$ cat src/rtl/uart_pkg.sv
// uart_pkg: shared FSM state encodings and default data width for the uart transmit path.
package uart_pkg;
    localparam int UART_DATA_W = 8;
    localparam logic [1:0] IDLE      = 2'd0;
    localparam logic [1:0] LOAD      = 2'd1;
    localparam logic [1:0] WAIT_ACK  = 2'd2;
    localparam logic [1:0] WAIT_DONE = 2'd3;
endpackage

$ cat src/rtl/uart_sync_fifo.sv
// uart_sync_fifo: single-clock FIFO with flush; pushes at full and pops at empty are ignored.
module uart_sync_fifo
    import uart_pkg::*;
#(
    parameter int DATA_W = UART_DATA_W,
    parameter int DEPTH  = 16,
    localparam int AW    = $clog2(DEPTH)
) (
    input  logic              clk,
    input  logic              rst_n,
    input  logic              flush,
    input  logic              push,
    input  logic [DATA_W-1:0] push_data,
    input  logic              pop,
    output logic [DATA_W-1:0] head,
    output logic              full,
    output logic              empty,
    output logic [AW:0]       count
);
    logic [DATA_W-1:0] mem_q [DEPTH];
    logic [AW-1:0]     wr_ptr_q, wr_ptr_d, rd_ptr_q, rd_ptr_d;
    logic [AW:0]       count_q, count_d;
    logic              do_push, do_pop;

    always_comb begin
        full     = count_q == (AW+1)'(DEPTH);
        empty    = count_q == '0;
        do_push  = push && !full && !flush;
        do_pop   = pop && !empty;
        wr_ptr_d = flush ? '0 : wr_ptr_q + AW'(do_push);
        rd_ptr_d = flush ? '0 : rd_ptr_q + AW'(do_pop);
        count_d  = flush ? '0 : count_q + (AW+1)'(do_push) - (AW+1)'(do_pop);
        head     = mem_q[rd_ptr_q];
        count    = count_q;
    end

    always_ff @(posedge clk or negedge rst_n) begin
        if (!rst_n) begin
            wr_ptr_q <= '0;
            rd_ptr_q <= '0;
            count_q  <= '0;
        end else begin
            wr_ptr_q <= wr_ptr_d;
            rd_ptr_q <= rd_ptr_d;
            count_q  <= count_d;
        end
    end

    always_ff @(posedge clk) begin
        if (do_push) mem_q[wr_ptr_q] <= push_data;
    end
endmodule

$ cat src/rtl/uart_tx_feeder.sv
// uart_tx_feeder: buffers producer bytes and loads them one at a time into the uart transmitter.
// Define UART_TX_FEEDER_STATUS_EN to add the level and sticky overflow status outputs.
module uart_tx_feeder
    import uart_pkg::*;
#(
    parameter int DATA_W      = UART_DATA_W,
    parameter int DEPTH       = 16,
    parameter int ACK_TIMEOUT = 4
) (
    input  logic              txclk,
    input  logic              reset,
    input  logic              enable,
    input  logic              flush,
    input  logic              wr_valid,
    input  logic [DATA_W-1:0] wr_data,
    output logic              wr_ready,
    output logic              ld_tx_data,
    output logic [DATA_W-1:0] tx_data,
    output logic              tx_enable,
    input  logic              tx_empty,
    output logic              busy
`ifdef UART_TX_FEEDER_STATUS_EN
    ,
    output logic [$clog2(DEPTH):0] level,
    output logic                   overflow
`endif
);
    localparam int TW = $clog2(ACK_TIMEOUT + 1);

    logic [1:0]              state_q, state_d;
    logic [TW-1:0]           to_q, to_d;
    logic [DATA_W-1:0]       tx_data_q, tx_data_d, head;
    logic                    tx_enable_q, full, empty;
    logic [$clog2(DEPTH):0]  count;

    uart_sync_fifo #(.DATA_W(DATA_W), .DEPTH(DEPTH)) u_fifo (
        .clk       (txclk),
        .rst_n     (reset),
        .flush     (flush),
        .push      (wr_valid),
        .push_data (wr_data),
        .pop       (state_q == LOAD),
        .head      (head),
        .full      (full),
        .empty     (empty),
        .count     (count)
    );

    always_ff @(posedge txclk or negedge reset) begin
        if (!reset) state_q <= IDLE;
        else        state_q <= state_d;
    end

    always_comb begin
        state_d = state_q;
        to_d    = '0;
        case (state_q)
            IDLE:      if (!empty && tx_empty && tx_enable_q) state_d = LOAD;
            LOAD:      state_d = WAIT_ACK;
            WAIT_ACK: begin
                to_d = to_q + 1'b1;
                // An unanswered load is treated as delivered rather than retried.
                if (!tx_empty) state_d = WAIT_DONE;
                else if (to_q == TW'(ACK_TIMEOUT - 1)) state_d = IDLE;
            end
            default:   if (tx_empty) state_d = IDLE;
        endcase
        tx_data_d = (state_q == IDLE && state_d == LOAD) ? head : tx_data_q;
    end

    always_comb begin
        ld_tx_data = state_q == LOAD;
        busy       = (state_q != IDLE) || (count != '0);
        wr_ready   = !full;
        tx_data    = tx_data_q;
        tx_enable  = tx_enable_q;
    end

    always_ff @(posedge txclk or negedge reset) begin
        if (!reset) begin
            to_q        <= '0;
            tx_data_q   <= '0;
            tx_enable_q <= 1'b0;
        end else begin
            to_q        <= to_d;
            tx_data_q   <= tx_data_d;
            tx_enable_q <= enable;
        end
    end

`ifdef UART_TX_FEEDER_STATUS_EN
    logic overflow_q, overflow_d;

    always_comb begin
        overflow_d = flush ? 1'b0 : overflow_q || (wr_valid && full);
        overflow   = overflow_q;
        level      = count;
    end

    always_ff @(posedge txclk or negedge reset) begin
        if (!reset) overflow_q <= 1'b0;
        else        overflow_q <= overflow_d;
    end
`endif
endmodule

$ cat config.mk
export PLATFORM = sky130hd
export DESIGN_NAME = uart_tx_feeder
export DESIGN_NICKNAME = d
export VERILOG_FILES = /design/src/rtl/uart_pkg.sv /design/src/rtl/uart_sync_fifo.sv /design/src/rtl/uart_tx_feeder.sv
export SDC_FILE = /design/constraint.sdc
export NUM_CORES = 1
export LEC_CHECK = 0
export ABC_AREA = 0
export ABC_CLOCK_PERIOD_IN_PS = 4200
export CORE_MARGIN = 3
export CORE_UTILIZATION = 40
export DETAILED_ROUTE_END_ITERATION = 10
export HOLD_SLACK_MARGIN = 0.03
export PLACE_DENSITY = 0.54
export SLEW_MARGIN = 40
export SYNTH_ARGS = -nofsm -noshare
export SYNTH_HDL_FRONTEND = slang
export SYNTH_SLANG_ARGS = --single-unit
$ cat constraint.sdc
create_clock -name txclk -period 4.2 [get_ports txclk]
set_input_delay 0.84 -clock txclk [delete_from_list [all_inputs] [get_ports txclk]]
set_output_delay 0.84 -clock txclk [all_outputs]
set_load 0.05 [all_outputs]
* After elaboration in Yosys (flattened, before gate mapping) *
Memory sizes are Yosys's and may differ from the RTL's. A register that Yosys moved wholly into a read port is not among the register bits.
Index checks and enable logic that the tools add are counted.
Widths: inputs -> output; s select.

cells by class
  add/sub/neg operators = 5
  equality and inequality tests = 5
  multiplexer cells = 11
  reductions and logical operators = 15

operators with widths
  kind                 count
  $add 4x1->4          2
  $mux 2               4
  $mux 4               2
  $logic_and 1x1->1    6
  $pmux 2 s3           1
  $add 5x1->5          1
  $eq 5x5->1 const B   1
  $logic_not 5->1      1
  $mux 5               1
  $reduce_bool 5->1    1
  $sub 5x1->5          1
  $eq 2x1->1 const B   2
  $logic_not 1->1      4
  $add 3x1->3 const B  1
  $eq 3x2->1 const B   1
  $mux 3               1
  $eq 2x2->1 const B   1
  $logic_not 2->1      1
  $mux 1               2
  $reduce_bool 2->1    1
  $logic_or 1x1->1     1

word-level totals
  register bits after elaboration = 19
  bits in writable memories = 128
  output and inout bits = 12
  word-level logic and storage cells = 43
  memories = 1

memory list
  name          words  bits a word  read ports  clocked after memory_dff  wr ports  RTL line              text
  u_fifo.mem_q  16     8            1           1                         1         uart_sync_fifo.sv:20  logic [DATA_W-1:0] mem_q [DEPTH];

* Logic depth before layout (Yosys ltp) *
  word-level depth = 8
  mapped depth = 13
  mapped depth without buffers = 13

* Cells and area by module *
A second synthesis with hierarchy kept.

unflattened totals
  cells, all modules = 332
  area, all modules = 6227.2 um^2

by module, submodules not included
  module          times used  cells each  area each (um^2)  sequential area each (um^2)
  uart_sync_fifo  1           290         5629.1            4169.0
  uart_tx_feeder  1           42          598.1             350.3

* Least setup slack after synthesis *
OpenSTA, ideal clock, no wires.

  path kind = register to register
  start point = register u_fifo.count_q[2] (netlist: u_fifo.count[2])
  end point = memory u_fifo.mem_q[0][0] (netlist bit) (enable)
  arrival = 2.396 ns
  data required time = 3.817 ns
  slack = 1.421 ns
  cell stages (with the launch flop) = 8
  period minus slack after synthesis = 2.779 ns
  cell sequence = dfrtp_1 -> inv_1 -> ha_1 -> nand4bb_1 -> and3b_1 -> buf_2 -> or3b_1 -> nor3_1

on the way
  cells in the longest elaborated chain, start to end = 6

ends and longest elaborated chain
  element                         RTL line              text
  start: declaration              uart_sync_fifo.sv:22  logic [AW:0] count_q, count_d;
  start signal: assignment        uart_sync_fifo.sv:45  count_q <= count_d;
  $eq 5x5->1                      uart_sync_fifo.sv:26  full = count_q == (AW+1)'(DEPTH);
  $logic_not 1->1                 -
  net wr_ready                    uart_tx_feeder.sv:16  output logic wr_ready,
  $logic_and 1x1->1 (2 in a row)  uart_sync_fifo.sv:28  do_push = push && !full && !flush;
  $mux 1                          uart_sync_fifo.sv:50  if (do_push) mem_q[wr_ptr_q] <= push_data;
  $mux 1 (not written as such)    uart_sync_fifo.sv:50
  end: declaration                uart_sync_fifo.sv:20

The timed path passes the listed nets, and every way through them passes these cells.

* Worst setup path after layout *
  start point = register u_fifo.count_q[2] (netlist: u_fifo.count[2])
  end point = output port busy

on the way
  cells in the longest elaborated chain, start to end = 2

ends and longest elaborated chain
  element            RTL line              text
  $reduce_bool 5->1  uart_tx_feeder.sv:73  busy = (state_q != IDLE) || (count != '0);
  $logic_or 1x1->1   uart_tx_feeder.sv:73
  end: declaration   uart_tx_feeder.sv:21  output logic busy

No other way between the ends.

==> metrics.yaml <==
status:
  status: "completed"
setup_path:
  r2r_cells: 13
  crit_chain: "inv_1 > ha_1 > nor4b_1 > nand2_1 > clkdlybuf4s50_1"
  critPathCaptureType: "output pin"
  arrival_ns: 2.43
  worstReg2RegStart: "u_fifo.count[2]$_DFF_PN0_"
  worst-setup-path-type: "reg2out"
  endpoint: "busy"
  critPathMaxFanout: 3
  worstSetupStartpointType: "flop"
  r2r_end: "u_fifo.count[4]$_DFF_PN0_"
  setup.worst_path.start: "u_fifo.count[2]$_DFF_PN0_"
  slowest_delay_ns: 0.73
  required_ns: 3.36
  slowest_stage: "clkdlybuf4s50_1"
  worst-r2r-setup-slack_ns: 1.32
clock_tree:
  clk_path_buf_depth: 2
  clock_sinks: 155
  cts_root_buffer: "clkbuf_16"
  cts_tree: "done"
  cts_resized: 0
  post_cts_buffers: 0
  cts_made_buffers: 17
  htree_levels: 4
  cts_hold_buf: 0
  insertion_delay_ns: 0.41
  clk_pin_slew_ns: 0.06
yosys:
  ys_types: 36
  synth-async-reset-ratio_pct: 17.4
  netlist_area_um2: 6250
  yosys.cell_count.top_type: "edfxtp_1"
  yosys_warnings: 0
  synth_fp_nets: 357
  syn-instance-count: 330
  ys_ff_latch: 155
  synth-edff-count: 128
  synth_top_family_by_area: "multiplexers"
  synth_compound_area_share_pct: 3.28
  synthAdderAreaFrac_pct: 2.72
  synthSimpleGateAreaFrac_pct: 4.94
  yosys.area.top_type: "edfxtp_1"
  yosys-top-cells-area: "edfxtp_1 62%, dfrtp_1 11%, mux4_2 11%"
  ys_seq_area_share_pct: 72.3
  synthTopCellsByCount: "128 x edfxtp_1, 30 x mux4_2, 27 x dfrtp_1"
  yosysTopAreaCellShare_pct: 61.5
  synth.mux.area_fraction_pct: 12.9
  syn_avg_cell_area_um2: 18.9
  synth_xor_area_share_pct: 0.841
  ys.flop_type: "edfxtp_1"
power:
  powerDensity_nw_per_um2: 579
  pwr-share-comb_pct: 20.3
  vdd_drop_max_uv: 294
  p_sw_uw: 1180
  clkPwrFrac_pct: 35.0
  internal_power_uw: 3030
  netSwitchingFraction_pct: 28.0
  p_leak_uw: 0.00248
  seq_power_share_pct: 44.7
routing:
  antenna_left: 0
  drt_iter0_drc: 146
  via_count: 3003
  drc: 0
  vias_per_cell: 5.11
  wl_um: 12200
  wire_per_inst_um: 20.8
  firstDrtPassIters: 4
grt:
  grt_max_degree: 27
  grt_pass1_wl_um: 18700
  grt_overflow: 0
  grtUsageTotal_pct: 15.5
  grt_pass1_vias: 3153
  antenna_found_initial: 0
sta:
  slew_headroom_pct: 45.2
  tns_ns: 0
  drv_slew: 0
  skew_ns: 0.00844
  hold_viol_final: 0
  rsz0062_at_grt: "no"
  setup_viol: 0
  fmax_mhz: 305
  worstMarginPinSlew_ns: 0.819
  layout_min_cycle_time_ns: 3.27
  fin_crit_sh_pct: 77.9
floorplan:
  initial_core_util_pct: 41.0
  die_h_um: 131
  die_w_um: 131
  core_um2: 15300
  io-pin-count: 26
  fp-row-count: 45
  dieArea_um2: 17200
finish:
  diodes: 0
  layout.nets: 392
  area_delta_synth_final_pct: 16.2
  drive_gt1_share_pct: 18.8
  utilization_pct: 47.6
  fillers: 1281
place:
  port_buffers: 25
  gp_routability_congestion: 0.745
  dpl.hpwl_um: 8090
run:
  cap_viol_max_count: 0
worst_hold_path:
  hold_path_class: "reg2reg"
-- layout make-up --
cell class	count	area, µm²	area share (%)
Tap cell	211	264	3.64
Timing Repair Buffer	33	310	4.27
Sequential cell	155	4520	62.3
Inverter	12	45.0	0.620
Clock buffer	17	425	5.86
Multi-Input combinational cell	146	1550	21.3
Clock inverter	14	144	1.98
-- metal layers --
layer | GRT usage [%] | vias up | share of wire, %
met3 | 4.07 | 14 | 4.3
met1 | 21.7 | 1565 | 47
li1 | - | 1366 | -
met5 | 0 | - | 0
met2 | 23.7 | 58 | 47
met4 | 5.08 | 0 | 1.7
-- registers in the layout, summed over array words and instances (netlist names) --
name / cells
u_fifo.mem_q: 128
tx_data: 8
u_fifo.count: 5
u_fifo.rd_ptr_q: 4
u_fifo.wr_ptr_q: 4
to_q: 3
state_q: 2
tx_enable: 1
-- cell families after synthesis --
logic type,Yosys count
AOI/OAI and AO/OA,30
xor gates and xnor gates,6
adders and majority gates,13
buffers and inverters,29
DFF,155
muxes,40
and+or+nand+nor,57
-- through the flow --
step	instance area [µm²]	setup WS (ns)	instances	hold slack, ns	total power [µW]
6_report	7260	0.927	588	0.443	4200
5_1_grt	7260	0.688	588	0.467	4410
4_1_cts	7260	0.867	588	0.450	4260
3_5_place_dp	6690	0.698	557	0.442	2790
3_3_place_gp	6690	0.797	557	0.421	2770
2_1_floorplan	6250	1.42	330	0.410	2550
-- cells in the final DEF (no fill, tap or decap), types with 2 or more instances in the layout --
cell type	n
ha_1	12
mux2i_1	8
o22ai_1	8
nor2b_1	7
nor2_1	22
mux4_2	30
dfrtp_1	26
buf_4	8
nand2_1	5
nor3_1	5
clkdlybuf4s50_1	25
bufinv_16	2
mux4_1	2
inv_6	4
edfxtp_1	128
nand3b_1	2
o21ai_0	2
clkinvlp_4	3
nand2b_1	4
a211oi_1	8
xor2_1	3
inv_1	12
xnor2_1	3
clkinv_2	2
a21oi_1	2
a21o_1	9
clkbuf_16	17
clkinv_1	2
nand3_1	4
-- worst max-delay path, delay by kind of cell, from the launching register on --
kind,cells,cell delay (ns)
buf+inv,2,0.81
simple gates,2,0.67
flops,1,0.38
fa+ha+maj,1,0.17
-- power by group through the flow --
stage          clock, µW  sequential [µW]  combinational, µW
6_report            1470             1880                855
5_1_grt             1570             1900                942
4_1_cts             1510             1890                869
3_5_place_dp           0             1920                868
3_3_place_gp           0             1910                862
2_1_floorplan          0             1960                584
-- how the worst min path moves through the flow --
| stage | from | end | slack (ns) | depth (start not counted) |
|---|---|---|---|---|
| 6_report | to_q[0]$_DFF_PN0_ | to_q[0]$_DFF_PN0_ | 0.44 | 1 |
| 5_1_grt | to_q[0]$_DFF_PN0_ | to_q[0]$_DFF_PN0_ | 0.47 | 1 |
| 4_1_cts | to_q[0]$_DFF_PN0_ | to_q[0]$_DFF_PN0_ | 0.45 | 1 |
| 3_5_place_dp | to_q[0]$_DFF_PN0_ | to_q[0]$_DFF_PN0_ | 0.44 | 1 |
| 3_3_place_gp | to_q[0]$_DFF_PN0_ | to_q[0]$_DFF_PN0_ | 0.42 | 1 |
| 2_1_floorplan | to_q[0]$_DFF_PN0_ | to_q[0]$_DFF_PN0_ | 0.41 | 1 |
Power figures use the tool's default switching activity.
